[src/rtl/transaction_control.sv]
// Ledger transfer sequencer: loads the 48-bit ledger word, applies one checked
// transfer between 16-bit accounts and hands the image back for write-back.
module transaction_control #(
  parameter int unsigned TIMEOUT_CYCLES = 64
) (
  input  logic        clock,
  input  logic        resetn,
  input  logic        start,
  input  logic [1:0]  sender,
  input  logic [1:0]  receiver,
  input  logic [15:0] amount,
  input  logic        finished_init,
  input  logic        mem_done,
  input  logic        load_registers,
  input  logic [47:0] mem_data,
  output logic        load_memory,
  output logic [2:0]  process,
  output logic [47:0] datapath_out,
  output logic        busy,
  output logic        tx_done,
  output logic        tx_ok,
  output logic [2:0]  error_code
);

  localparam int unsigned CW = $clog2(TIMEOUT_CYCLES + 1);

  typedef enum logic [2:0] {
    S_IDLE, S_REQ_LOAD, S_COMPUTE, S_WB_WAIT, S_WB_DONE
  } state_t;

  state_t        state_q;
  logic [1:0]    sender_q, receiver_q;
  logic [15:0]   amount_q;
  logic [47:0]   image_q, image_d;
  logic [CW-1:0] cnt_q;
  logic          seen_low_q;
  logic          load_memory_q, busy_q, tx_done_q, tx_ok_q;
  logic [2:0]    process_q, error_q, err_d;
  logic [15:0]   bal_s, bal_r;
  logic [16:0]   sum_r;
  logic          stall, expire;

  assign load_memory  = load_memory_q;
  assign process      = process_q;
  assign datapath_out = image_q;
  assign busy         = busy_q;
  assign tx_done      = tx_done_q;
  assign tx_ok        = tx_ok_q;
  assign error_code   = error_q;

  always_comb begin
    bal_s = '0;
    bal_r = '0;
    for (int unsigned i = 0; i < 3; i++) begin
      if (sender_q == 2'(i))   bal_s = image_q[i*16 +: 16];
      if (receiver_q == 2'(i)) bal_r = image_q[i*16 +: 16];
    end
    sum_r   = {1'b0, bal_r} + {1'b0, amount_q};
    err_d   = 3'b000;
    image_d = image_q;
    if (sender_q == 2'd3 || receiver_q == 2'd3) err_d = 3'b001;
    else if (sender_q == receiver_q)            err_d = 3'b010;
    else if (bal_s < amount_q)                  err_d = 3'b011;
    else if (sum_r[16])                         err_d = 3'b100;
    else begin
      for (int unsigned i = 0; i < 3; i++) begin
        if (sender_q == 2'(i))   image_d[i*16 +: 16] = bal_s - amount_q;
        if (receiver_q == 2'(i)) image_d[i*16 +: 16] = sum_r[15:0];
      end
    end
  end

  // A cycle spent waiting in a handshake state without progress.
  always_comb begin
    stall  = (state_q == S_REQ_LOAD && !load_registers) ||
             (state_q == S_WB_WAIT  &&  mem_done) ||
             (state_q == S_WB_DONE  && !(seen_low_q && mem_done));
    expire = (cnt_q == CW'(TIMEOUT_CYCLES - 1));
  end

  always_ff @(posedge clock) begin
    if (!resetn) begin
      state_q       <= S_IDLE;
      sender_q      <= '0;
      receiver_q    <= '0;
      amount_q      <= '0;
      image_q       <= '0;
      cnt_q         <= '0;
      seen_low_q    <= 1'b0;
      load_memory_q <= 1'b0;
      process_q     <= '0;
      busy_q        <= 1'b0;
      tx_done_q     <= 1'b0;
      tx_ok_q       <= 1'b0;
      error_q       <= '0;
    end else begin
      tx_done_q <= 1'b0;
      case (state_q)
        S_IDLE: begin
          if (start && finished_init && mem_done) begin
            sender_q      <= sender;
            receiver_q    <= receiver;
            amount_q      <= amount;
            busy_q        <= 1'b1;
            load_memory_q <= 1'b1;
            process_q     <= 3'b001;
            error_q       <= '0;
            tx_ok_q       <= 1'b0;
            cnt_q         <= '0;
            seen_low_q    <= 1'b0;
            state_q       <= S_REQ_LOAD;
          end
        end
        S_REQ_LOAD: begin
          if (load_registers) begin
            image_q       <= mem_data;
            load_memory_q <= 1'b0;
            process_q     <= 3'b011;
            cnt_q         <= '0;
            state_q       <= S_COMPUTE;
          end else begin
            cnt_q <= cnt_q + CW'(1);
          end
        end
        S_COMPUTE: begin
          image_q   <= image_d;
          error_q   <= err_d;
          process_q <= 3'b100;
          cnt_q     <= '0;
          state_q   <= S_WB_WAIT;
        end
        S_WB_WAIT: begin
          if (!mem_done) begin
            seen_low_q <= 1'b1;
            cnt_q      <= '0;
            state_q    <= S_WB_DONE;
          end else begin
            cnt_q <= cnt_q + CW'(1);
          end
        end
        S_WB_DONE: begin
          if (seen_low_q && mem_done) begin
            tx_done_q <= 1'b1;
            tx_ok_q   <= (error_q == 3'b000);
            busy_q    <= 1'b0;
            process_q <= 3'b000;
            state_q   <= S_IDLE;
          end else begin
            cnt_q <= cnt_q + CW'(1);
          end
        end
        default: state_q <= S_IDLE;
      endcase

      // Timeout overrides whatever the wait state scheduled above.
      if (stall && expire) begin
        error_q       <= 3'b111;
        tx_ok_q       <= 1'b0;
        tx_done_q     <= 1'b1;
        busy_q        <= 1'b0;
        load_memory_q <= 1'b0;
        process_q     <= 3'b000;
        cnt_q         <= '0;
        state_q       <= S_IDLE;
      end
    end
  end

endmodule

[config.mk]
export PLATFORM = sky130hd
export DESIGN_NAME = transaction_control
export DESIGN_NICKNAME = d
export VERILOG_FILES = /design/src/rtl/transaction_control.sv
export SDC_FILE = /design/constraint.sdc
export NUM_CORES = 1
export LEC_CHECK = 0
export ABC_AREA = 1
export CAP_MARGIN = 10
export CELL_PAD_IN_SITES_DETAIL_PLACEMENT = 1
export CELL_PAD_IN_SITES_GLOBAL_PLACEMENT = 1
export CORE_UTILIZATION = 25
export CTS_BUF_LIST = sky130_fd_sc_hd__clkbuf_16
export DETAILED_ROUTE_END_ITERATION = 12
export PLACE_DENSITY = 0.64
export SYNTH_ARGS = -nofsm -noshare
export SYNTH_HDL_FRONTEND = slang
export SYNTH_SLANG_ARGS = --single-unit
[constraint.sdc]
create_clock -name clock -period 3.9 [get_ports clock]
set_input_delay 1.17 -clock clock [delete_from_list [all_inputs] [get_ports clock]]
set_output_delay 1.17 -clock clock [all_outputs]
set_load 0.1 [all_outputs]
=== Word level (Yosys, flattened, before mapping) ===
Cells that the tools add are included.

* Register bits: 89
* Input bits: 74
* Output and inout port bits: 58
* Logic and storage cells: 130

* Add/sub/neg operators: 3
* $lt $le $gt $ge: 1
* Eq/ne operators: 25
* Muxes and demuxes: 50
* Bitwise operators: 1
* Reduce and logical (&&, ||, !) cells: 35

{| class="wikitable"
|+ Operators by type and width
! kind !! count
|-
| $mux 48 || 5
|-
| $mux 16 || 12
|-
| $pmux 48 s2 || 1
|-
| $pmux 7 s5 || 1
|-
| $mux 3 || 11
|-
| $mux 7 || 4
|-
| $reduce_and 7->1 || 3
|-
| $add 16x16->17 || 1
|-
| $lt 16x16->1 || 1
|-
| $ne 2x2->1 const B || 8
|-
| $sub 16x16->16 || 1
|-
| $pmux 3 s5 || 1
|-
| $ne 3x3->1 const B || 4
|-
| $pmux 3 s4 || 1
|-
| $reduce_and 3->1 || 4
|-
| $mux 1 || 9
|-
| $eq 2x2->1 const B || 4
|-
| $pmux 1 s2 || 4
|-
| $reduce_and 4->1 || 2
|-
| $reduce_bool 2->1 || 4
|-
| $add 7x1->7 const B || 1
|-
| $eq 7x6->1 const B || 1
|-
| $logic_and 1x1->1 || 7
|-
| $eq 3x2->1 const B || 2
|-
| 16 further kinds || 23
|}

=== Logic depth before layout (Yosys ltp) ===
Gate-level depths: netlist (run 1).

* Word-level depth: 12
* Mapped depth: 21
* Mapped depth without buffers: 19

=== Worst setup path after synthesis (run 1) ===
Ideal clock, no wire load.

* Path kind: flip-flop to flip-flop
* From: register image_q[32] (netlist: datapath_out[32])
* To: register image_q[14] (netlist: datapath_out[14])
* Library setup time: 0.111 ns
* Data arrival time: 3.073 ns
* Data required time: 3.789 ns
* Slack: 0.715 ns
* Cell stages (with the launch flop): 19
* Buffers on the path: 1
* Clock period less this slack: 3.185 ns
* Cell sequence: dfxtp_1 > inv_1 > o22ai_1 > a31oi_1 > ha_1 > fa_1 > inv_1 > nand2_1 > nand2_1 > nand3_1 > nand2_1 > nand2_1 > nand3_2 > nand3_4 > nor2_4 > buf_6 > nand2_2 > nor2_1 > nor2_1

* Word-level cells in the longest chain between the ends: 9
* Elaborated cells on any way between the ends: 15
* Those cells by class: add/sub: 2; order compare: 1; eq/ne: 2; mux: 9; reduce/logical: 1

{| class="wikitable"
|+ RTL lines
! element !! RTL line !! text
|-
| start, declared || 34 || <nowiki>logic [47:0] image_q, image_d;</nowiki>
|-
| start signal, assigned || 116 || <nowiki>image_q <= mem_data;</nowiki>
|-
| start signal, assigned || 126 || <nowiki>image_q <= image_d;</nowiki>
|-
| $mux 16 || 55 || <nowiki>if (sender_q == 2'(i)) bal_s = image_q[i*16 +: 16];</nowiki>
|-
| $sub 16x16->16 || 67 || <nowiki>if (sender_q == 2'(i)) image_d[i*16 +: 16] = bal_s - amount_q;</nowiki>
|-
| $mux 16 || 67 ||
|-
| $mux 16 || 68 || <nowiki>if (receiver_q == 2'(i)) image_d[i*16 +: 16] = sum_r[15:0];</nowiki>
|-
| $mux 48 || 64 || <nowiki>else if (sum_r[16]) err_d = 3'b100;</nowiki>
|-
| $mux 48 || 63 || <nowiki>else if (bal_s < amount_q) err_d = 3'b011;</nowiki>
|-
| $mux 48 || 62 || <nowiki>else if (sender_q == receiver_q) err_d = 3'b010;</nowiki>
|-
| $mux 48 || 61 || <nowiki>if (sender_q == 2'd3 || receiver_q == 2'd3) err_d = 3'b001;</nowiki>
|-
| $pmux 48 s2 || 98 || <nowiki>case (state_q)</nowiki>
|}

Several ways; a longest one is shown, not always the timed one. The select of a mux whose other input is x is not followed.
A chain may end at the register's enable or synchronous reset.

=== Worst setup path in the final report (run 1) ===
* From: register sender_q[1]
* To: register image_q[19] (netlist: datapath_out[19])

* Word-level cells in the longest chain between the ends: 12
* Elaborated cells on any way between the ends: 23
* Those cells by class: add/sub: 1; order compare: 1; eq/ne: 8; mux: 10; reduce/logical: 3

{| class="wikitable"
|+ RTL lines
! element !! RTL line !! text
|-
| start, declared || 32 || <nowiki>logic [1:0] sender_q, receiver_q;</nowiki>
|-
| start signal, assigned || 101 || <nowiki>sender_q <= sender;</nowiki>
|-
| $logic_not 2->1 || 55 ||
|-
| $mux 16 (3 in series) || 55 ||
|-
| $sub 16x16->16 || 67 ||
|-
| $mux 16 || 67 ||
|-
| $mux 16 || 68 ||
|-
| $mux 48 || 64 ||
|-
| $mux 48 || 63 ||
|-
| $mux 48 || 62 ||
|-
| $mux 48 || 61 ||
|-
| $pmux 48 s2 || 98 ||
|}

Several ways; a longest one is shown, not always the timed one. The select of a mux whose other input is x is not followed.

==> flow_summary.ini, run 1 <==
[status]
outcome = finished, final reports clean

[logic_synthesis]
netlist_instances = 1282
yosys.cell_types.count = 50
post_synth.cell_area_avg_sq_um = 5.80
syn_area_sq_um = 7440
ys_seq_area_frac = 0.240
yosysTopAreaCellShare = 0.240
flip_flop_and_latch_count_after_synthesis = 89
synth-async-reset-ratio = 0
ys_top_cells_by_area = sky130_fd_sc_hd__dfxtp_1, sky130_fd_sc_hd__nand2_1, sky130_fd_sc_hd__nor2_1
yosys_warnings = 0
synthesis.nets = 1391
synth_edf_count = 0
primary_flip_flop_cell_chosen_by_synthesis_mapping = sky130_fd_sc_hd__dfxtp_1
synth_largest_area_cell = sky130_fd_sc_hd__dfxtp_1

[critical_path]
cp-startpoint = sender_q[1]
crit_type = reg -> reg
timing.critical_path.fanout_max = 14
endpoint_arrival_time_on_the_critical_path_ps = 3890
r2r_cells = 16
worstReg2RegStart = sender_q[1]
endpoint_kind = flip-flop
worst-endpoint-required_ps = 4190
start_kind = flip-flop

[pwr]
switching_power_mw = 3.24
power_per_cell_area_nw_per_um2 = 624
clockPowerShare = 0.163
leakagePower_nw = 4.54
pwr-share-comb = 0.631
p_sw_frac = 0.556
seq_power_share = 0.206
max-vdd-ir-drop_v = 0.000255
cell_internal_power_mw = 2.59

[layout]
nNetsFinal = 1508
area_growth_syn_to_layout_pct = 25.4
insertedDiodeCount = 0
final-instance-count-excl-fill = 1788
final_core_utilization = 0.322
share_of_post_route_cells_with_drive_strength_above_1 = 0.0940

[sta]
rsz0062_at_grt = false
fin_crit_sh = 0.923
finClkSkew_ps = 8.49
setup_viol = 0
timing_hold_violations_final = 0
finalHoldWorstSlack_ps = 470
max_fclk_mhz = 278
slew_at_the_pin_closest_to_its_max_slew_limit_ps = 974
finalWorstPathRequiredPeriod_ps = 3600
slew_viol_final = 0
sum_of_negative_setup_slack_ps = 0
slew_hr = 0.348

[cts]
clk_transition_reported_paths_ps = 80
worst_skew_pair.late_latency_ps = 360
cts.sinks = 89
max-clock-path-buffers = 2
ctsHtreeMaxLevel = 3
clock_tree.root_cell = sky130_fd_sc_hd__clkbuf_16
cts_made_buffers = 9
tritoncts_clock_tree = built

[detailed_routing]
number_of_drc_violations_after_detailed_routing_iteration_0 = 514
wirelength_um = 33400
vias_per_cell = 4.87
final_antenna_net_count = 0
dr_wl_cell_um = 18.7
count_of_vias_placed_by_the_detailed_router = 8714
dr.pass1.iters = 5
final_routed_drc_violation_total = 0

[floorplanning]
die_area_sq_um = 30400
fp.coreArea_sq_um = 29000
effective_utilization_at_floorplan = 0.256
num_io_pins = 132
die_width_um = 174
die_height_um = 174
core.rowCount = 62

[global_route]
grt_antenna_before_repair = 0
vias_in_the_first_global_route = 8913
groute.usage.overall = 0.221
grt_start_max_net_pins = 70
global_route_wire_length_before_repair_um = 51400
grt_overflow_total = 0

[place]
placed_cells = 1771
place_hpwl_um = 26800
placement.io_buffers = 131
gp_congestion = 0.910

[hold_path]
min-delay-path-class = reg -> reg
timing.hold.worst.start = process[0]
depth_of_the_worst_hold_timing_path = 2

[run]
max_cap_violations = 0
## synthesized netlist by cell type (3+ instances only)
library cell,instances
sky130_fd_sc_hd__nand2_1,365
sky130_fd_sc_hd__nor2_1,202
sky130_fd_sc_hd__inv_1,176
sky130_fd_sc_hd__dfxtp_1,89
sky130_fd_sc_hd__nand3_1,88
sky130_fd_sc_hd__a21oi_1,75
sky130_fd_sc_hd__o21ai_0,71
sky130_fd_sc_hd__ha_1,33
sky130_fd_sc_hd__clkbuf_1,23
sky130_fd_sc_hd__a221oi_1,13
sky130_fd_sc_hd__nor3_1,12
sky130_fd_sc_hd__o22ai_1,10
sky130_fd_sc_hd__buf_6,9
sky130_fd_sc_hd__inv_2,9
sky130_fd_sc_hd__o221ai_1,9
sky130_fd_sc_hd__buf_2,8
sky130_fd_sc_hd__nand2_2,8
sky130_fd_sc_hd__o21ai_1,8
sky130_fd_sc_hd__nand4_1,6
sky130_fd_sc_hd__a31oi_1,4
sky130_fd_sc_hd__and2_1,4
sky130_fd_sc_hd__buf_1,4
sky130_fd_sc_hd__buf_4,4
sky130_fd_sc_hd__nand3b_1,4
sky130_fd_sc_hd__xnor2_1,4
sky130_fd_sc_hd__xor2_1,4
sky130_fd_sc_hd__nand3_2,3
sky130_fd_sc_hd__nor2_4,3
sky130_fd_sc_hd__o211ai_1,3
## worst max-delay path: stages (launching register included)
cell and delay, ps:
sky130_fd_sc_hd__dfxtp_1 380, sky130_fd_sc_hd__inv_1 420, sky130_fd_sc_hd__nand2_1 370, sky130_fd_sc_hd__o221ai_1 390, sky130_fd_sc_hd__ha_1 370, sky130_fd_sc_hd__nand2_1 90
sky130_fd_sc_hd__nand2_1 100, sky130_fd_sc_hd__inv_1 80, sky130_fd_sc_hd__nand2_1 90, sky130_fd_sc_hd__a21oi_1 320, sky130_fd_sc_hd__nand3_2 200, sky130_fd_sc_hd__nand3_4 160
sky130_fd_sc_hd__nor2_4 60, sky130_fd_sc_hd__buf_4 190, sky130_fd_sc_hd__inv_2 110, sky130_fd_sc_hd__nor2_1 50, sky130_fd_sc_hd__nor2_1 110
## kinds of logic (layout without fill, tap and decap cells)
| family | Yosys count | count (layout) | synth area share |
|---|---|---|---|
| AND/OR/NAND/NOR | 706 | 706 | 0.396 |
| buffers and inverters | 235 | 357 | 0.131 |
| AO/OA/AOI/OAI | 209 | 209 | 0.163 |
| flip-flops | 89 | 89 | 0.240 |
| adder cells (fa/ha/maj) | 35 | 35 | 0.0609 |
| XOR/XNOR | 8 | 8 | 0.00942 |
## cell type report
class | instances | area (sq um)
clock inverter | 7 | 78.8
clock buffer | 9 | 225
multi-input combinational | 958 | 4690
inverter | 187 | 703
sequential | 89 | 1780
timing repair buffer | 154 | 1370
tap | 384 | 480
fill | 3860 | 19700
## power by group through the flow
| stage | logic [mW] | registers (mW) | clock network [mW] |
|---|---|---|---|
| 2_1_floorplan | 1.99 | 1.79 | 0 |
| 4_1_cts | 3.67 | 1.19 | 0.986 |
| 6_report | 3.68 | 1.20 | 0.951 |
| 3_5_place_dp | 3.65 | 1.21 | 0 |
| 5_1_grt | 4.05 | 1.21 | 1.00 |
| 3_3_place_gp | 3.61 | 1.22 | 0 |
## flip-flops by register name, summed over array words and instances (netlist names), 2 cells and up
name	cells
cnt_q	7
state_q	3
datapath_out	48
receiver_q	2
error_code	3
sender_q	2
process	3
amount_q	16
## layer usage
metal	share of wire	track usage	up-vias	wire, um
met4	0.029	0.0775	0	980
met5	0	0	-	0
met2	0.46	0.371	230	15500
li1	-	-	4315	-
met3	0.038	0.0166	44	1260
met1	0.47	0.297	4125	15700
## repair_timing
| item | CTS | global route |
|---|---|---|
| gates resized for setup | 0 | 3 |
| setup endpoints to repair | 0 | 46 |
| setup buffers | 0 | 1 |
| hold buffers | 0 | 0 |
## stage by stage
stage | cell area [sq um] | power, mW | setup slack, ps
3_3_place_gp | 9010 | 4.82 | 99.2
3_5_place_dp | 9010 | 4.87 | 30.1
6_report | 9330 | 5.83 | 302
4_1_cts | 9310 | 5.85 | 2.56
5_1_grt | 9330 | 6.27 | 85.5
2_1_floorplan | 7440 | 3.78 | 715
## placed cells by master (no fill, tap or decap), types with 6 or more instances in the layout
cell type                         count
sky130_fd_sc_hd__o221ai_1             9
sky130_fd_sc_hd__nand2_2              8
sky130_fd_sc_hd__nor3_1              12
sky130_fd_sc_hd__ha_1                33
sky130_fd_sc_hd__inv_1              177
sky130_fd_sc_hd__nand2_1            365
sky130_fd_sc_hd__a221oi_1            12
sky130_fd_sc_hd__clkdlybuf4s50_1     77
sky130_fd_sc_hd__nor2_1             201
sky130_fd_sc_hd__o21ai_0             71
sky130_fd_sc_hd__nand3_1             88
sky130_fd_sc_hd__clkbuf_16            9
sky130_fd_sc_hd__dfxtp_1             88
sky130_fd_sc_hd__buf_4               74
sky130_fd_sc_hd__o22ai_1             10
sky130_fd_sc_hd__nand4_1              6
sky130_fd_sc_hd__o21ai_1              8
sky130_fd_sc_hd__inv_2                9
sky130_fd_sc_hd__a21oi_1             75
## worst paths after layout
check,slack (ps),to
max reg2reg,300,datapath_out[19]
min reg2reg,470,process[0]
max,300,datapath_out[19]
min,470,process[0]
(Power assumes the default switching activity.)
==> run 2, diff against run 1 <==
Settings changed: ABC_CLOCK_PERIOD_IN_PS set to 3900, CORE_UTILIZATION 25 to 37, PLACE_DENSITY 0.64 to 0.87.
==> run 2 against run 1 <==
Power up 0.72%. Clock-buffer cell count unchanged. First-iteration DRC count down 11%. Critical path type unchanged. Largest power group unchanged.
==> flow_summary.ini, run 2 (synthesized netlist as in run 1, its figures left out) <==
[detailed_routing]
final_antenna_net_count = 0
wirelength_um = 32000
final_routed_drc_violation_total = 0
route.met3.wl_um = 1670
vias_per_cell = 5.36
wl_met2_um = 15200
count_of_vias_placed_by_the_detailed_router = 8958
number_of_drc_violations_after_detailed_routing_iteration_0 = 457
dr_wl_cell_um = 19.1
dr.max_layer_used = met4
drt-met1-wl_um = 13600
dr.pass1.iters = 5

[layout]
area_growth_syn_to_layout_pct = 23.5
mostFrequentLayoutCell = sky130_fd_sc_hd__nand2_1
final_core_utilization = 0.469
final-instance-count-excl-fill = 1670
layout_common_cells = sky130_fd_sc_hd__nand2_1, sky130_fd_sc_hd__nor2_1, sky130_fd_sc_hd__inv_1
nNetsFinal = 1509
largest_register_ff_count = 48
share_of_post_route_cells_with_drive_strength_above_1 = 0.0932
insertedDiodeCount = 0

[global_route]
groute.usage.overall = 0.317
global_route_wire_length_before_repair_um = 49300
grt_overflow_total = 0
vias_in_the_first_global_route = 8977
grt_antenna_before_repair = 0
grt_start_max_net_pins = 40

[cts]
clk_transition_reported_paths_ps = 80
ctsHtreeMaxLevel = 3
max-clock-path-buffers = 2
cts.sinks = 89
cts_made_buffers = 9
cts_hold_buf = 0
cts.repair.resized = 0
clock_tree.root_cell = sky130_fd_sc_hd__clkbuf_16
tritoncts_clock_tree = built
worst_skew_pair.late_latency_ps = 370
cts_setup_buffers = 0

[status]
outcome = finished, final reports clean

[sta]
finalHoldWorstSlack_ps = 470
slew_viol_final = 0
sum_of_negative_setup_slack_ps = 0
setup_viol = 0
timing_hold_violations_final = 0
finalWorstPathRequiredPeriod_ps = 3630
finClkSkew_ps = 15.5
fin_crit_sh = 0.930
max_fclk_mhz = 276
slew_hr = 0.336
layout_setup_ws_ps = 275
rsz0062_at_grt = false
slew_at_the_pin_closest_to_its_max_slew_limit_ps = 992

[run]
max_cap_violations = 0

[critical_path]
endpoint_kind = flip-flop
crit_type = reg -> reg
cell_by_cell_listing_of_the_critical_path = buf_4 > nor2_1 > inv_1 > o22ai_1 > a31oi_1 > ha_1 > fa_1 > inv_1 > nand2_1 > nand2_1 > nand3_1 > nand2_1 > nand2_1 > nand3_2 > nand3_4 > nor2_4 > buf_12 > inv_2 > nor2_1 > nor2_1
slowest_stage = sky130_fd_sc_hd__nor2_1
endpoint_arrival_time_on_the_critical_path_ps = 3880
timing.critical_path.fanout_max = 17
crit_path_max_incr_delay_ps = 440
r2r_cells = 20
start_kind = flip-flop
crit_path_frequent_cell = sky130_fd_sc_hd__nand2_1
critical_path_cell_count = 20
worst-endpoint-required_ps = 4150
timing.critical_path.max_delay_family = simple AND/OR/NAND/NOR gates
worstPathBufferInverterCount = 5

[hold_path]
depth_of_the_worst_hold_timing_path = 2
min-delay-path-class = reg -> reg

[place]
place_ws_ps = 348
placed_cells = 1654
place_hpwl_um = 25300
gp_congestion = 0.931
placement.io_buffers = 131

[pwr]
max-vdd-ir-drop_v = 0.000381
leakagePower_nw = 4.56
power_per_cell_area_nw_per_um2 = 639

[floorplanning]
num_io_pins = 132
effective_utilization_at_floorplan = 0.380
die_height_um = 144
die_area_sq_um = 20700
fp.coreArea_sq_um = 19600
core.rowCount = 51
die_width_um = 144
-- run 2: final cells by class --
cell class,count,area (sq um)
timing repair buffer,155,1360
clock buffer,9,225
tap,265,332
fill,2745,10400
clock inverter,7,101
sequential,89,1780
inverter,187,703
multi-input combinational,958,4680
-- run 2: worst paths after layout --
path,start,to,slack (ps)
max,sender_q[0],datapath_out[19],270
min,process[0],process[0],470
max reg2reg,sender_q[0],datapath_out[19],270
min reg2reg,process[0],process[0],470
-- run 2: routing by layer --
| layer | global-route usage | up-vias |
|---|---|---|
| li1 | - | 4334 |
| met1 | 0.389 | 4222 |
| met2 | 0.547 | 328 |
| met4 | 0.163 | 0 |
| met5 | 0 | - |
| met3 | 0.0343 | 74 |
-- run 2: worst min-delay path: cells and delay by family, from the launching register on --
family,cells,cell delay (ps)
DFF,1,320
AOI/OAI and AO/OA,1,50
and+or+nand+nor,1,60
-- run 2: stage by stage --
step                      cell area (sq um)  power, mW
final                                  9190       5.87
after detailed placement               8860       4.81
after CTS                              9190       5.84
after global routing                   9190       6.26
after global placement                 8860       4.71
after floorplan                        7440       3.78
-- run 2: power breakdown --
group | switching, mW | internal (mW)
clock network | 0.439 | 0.571
registers | 0.151 | 1.04
logic | 2.64 | 1.03
total | 3.23 | 2.64
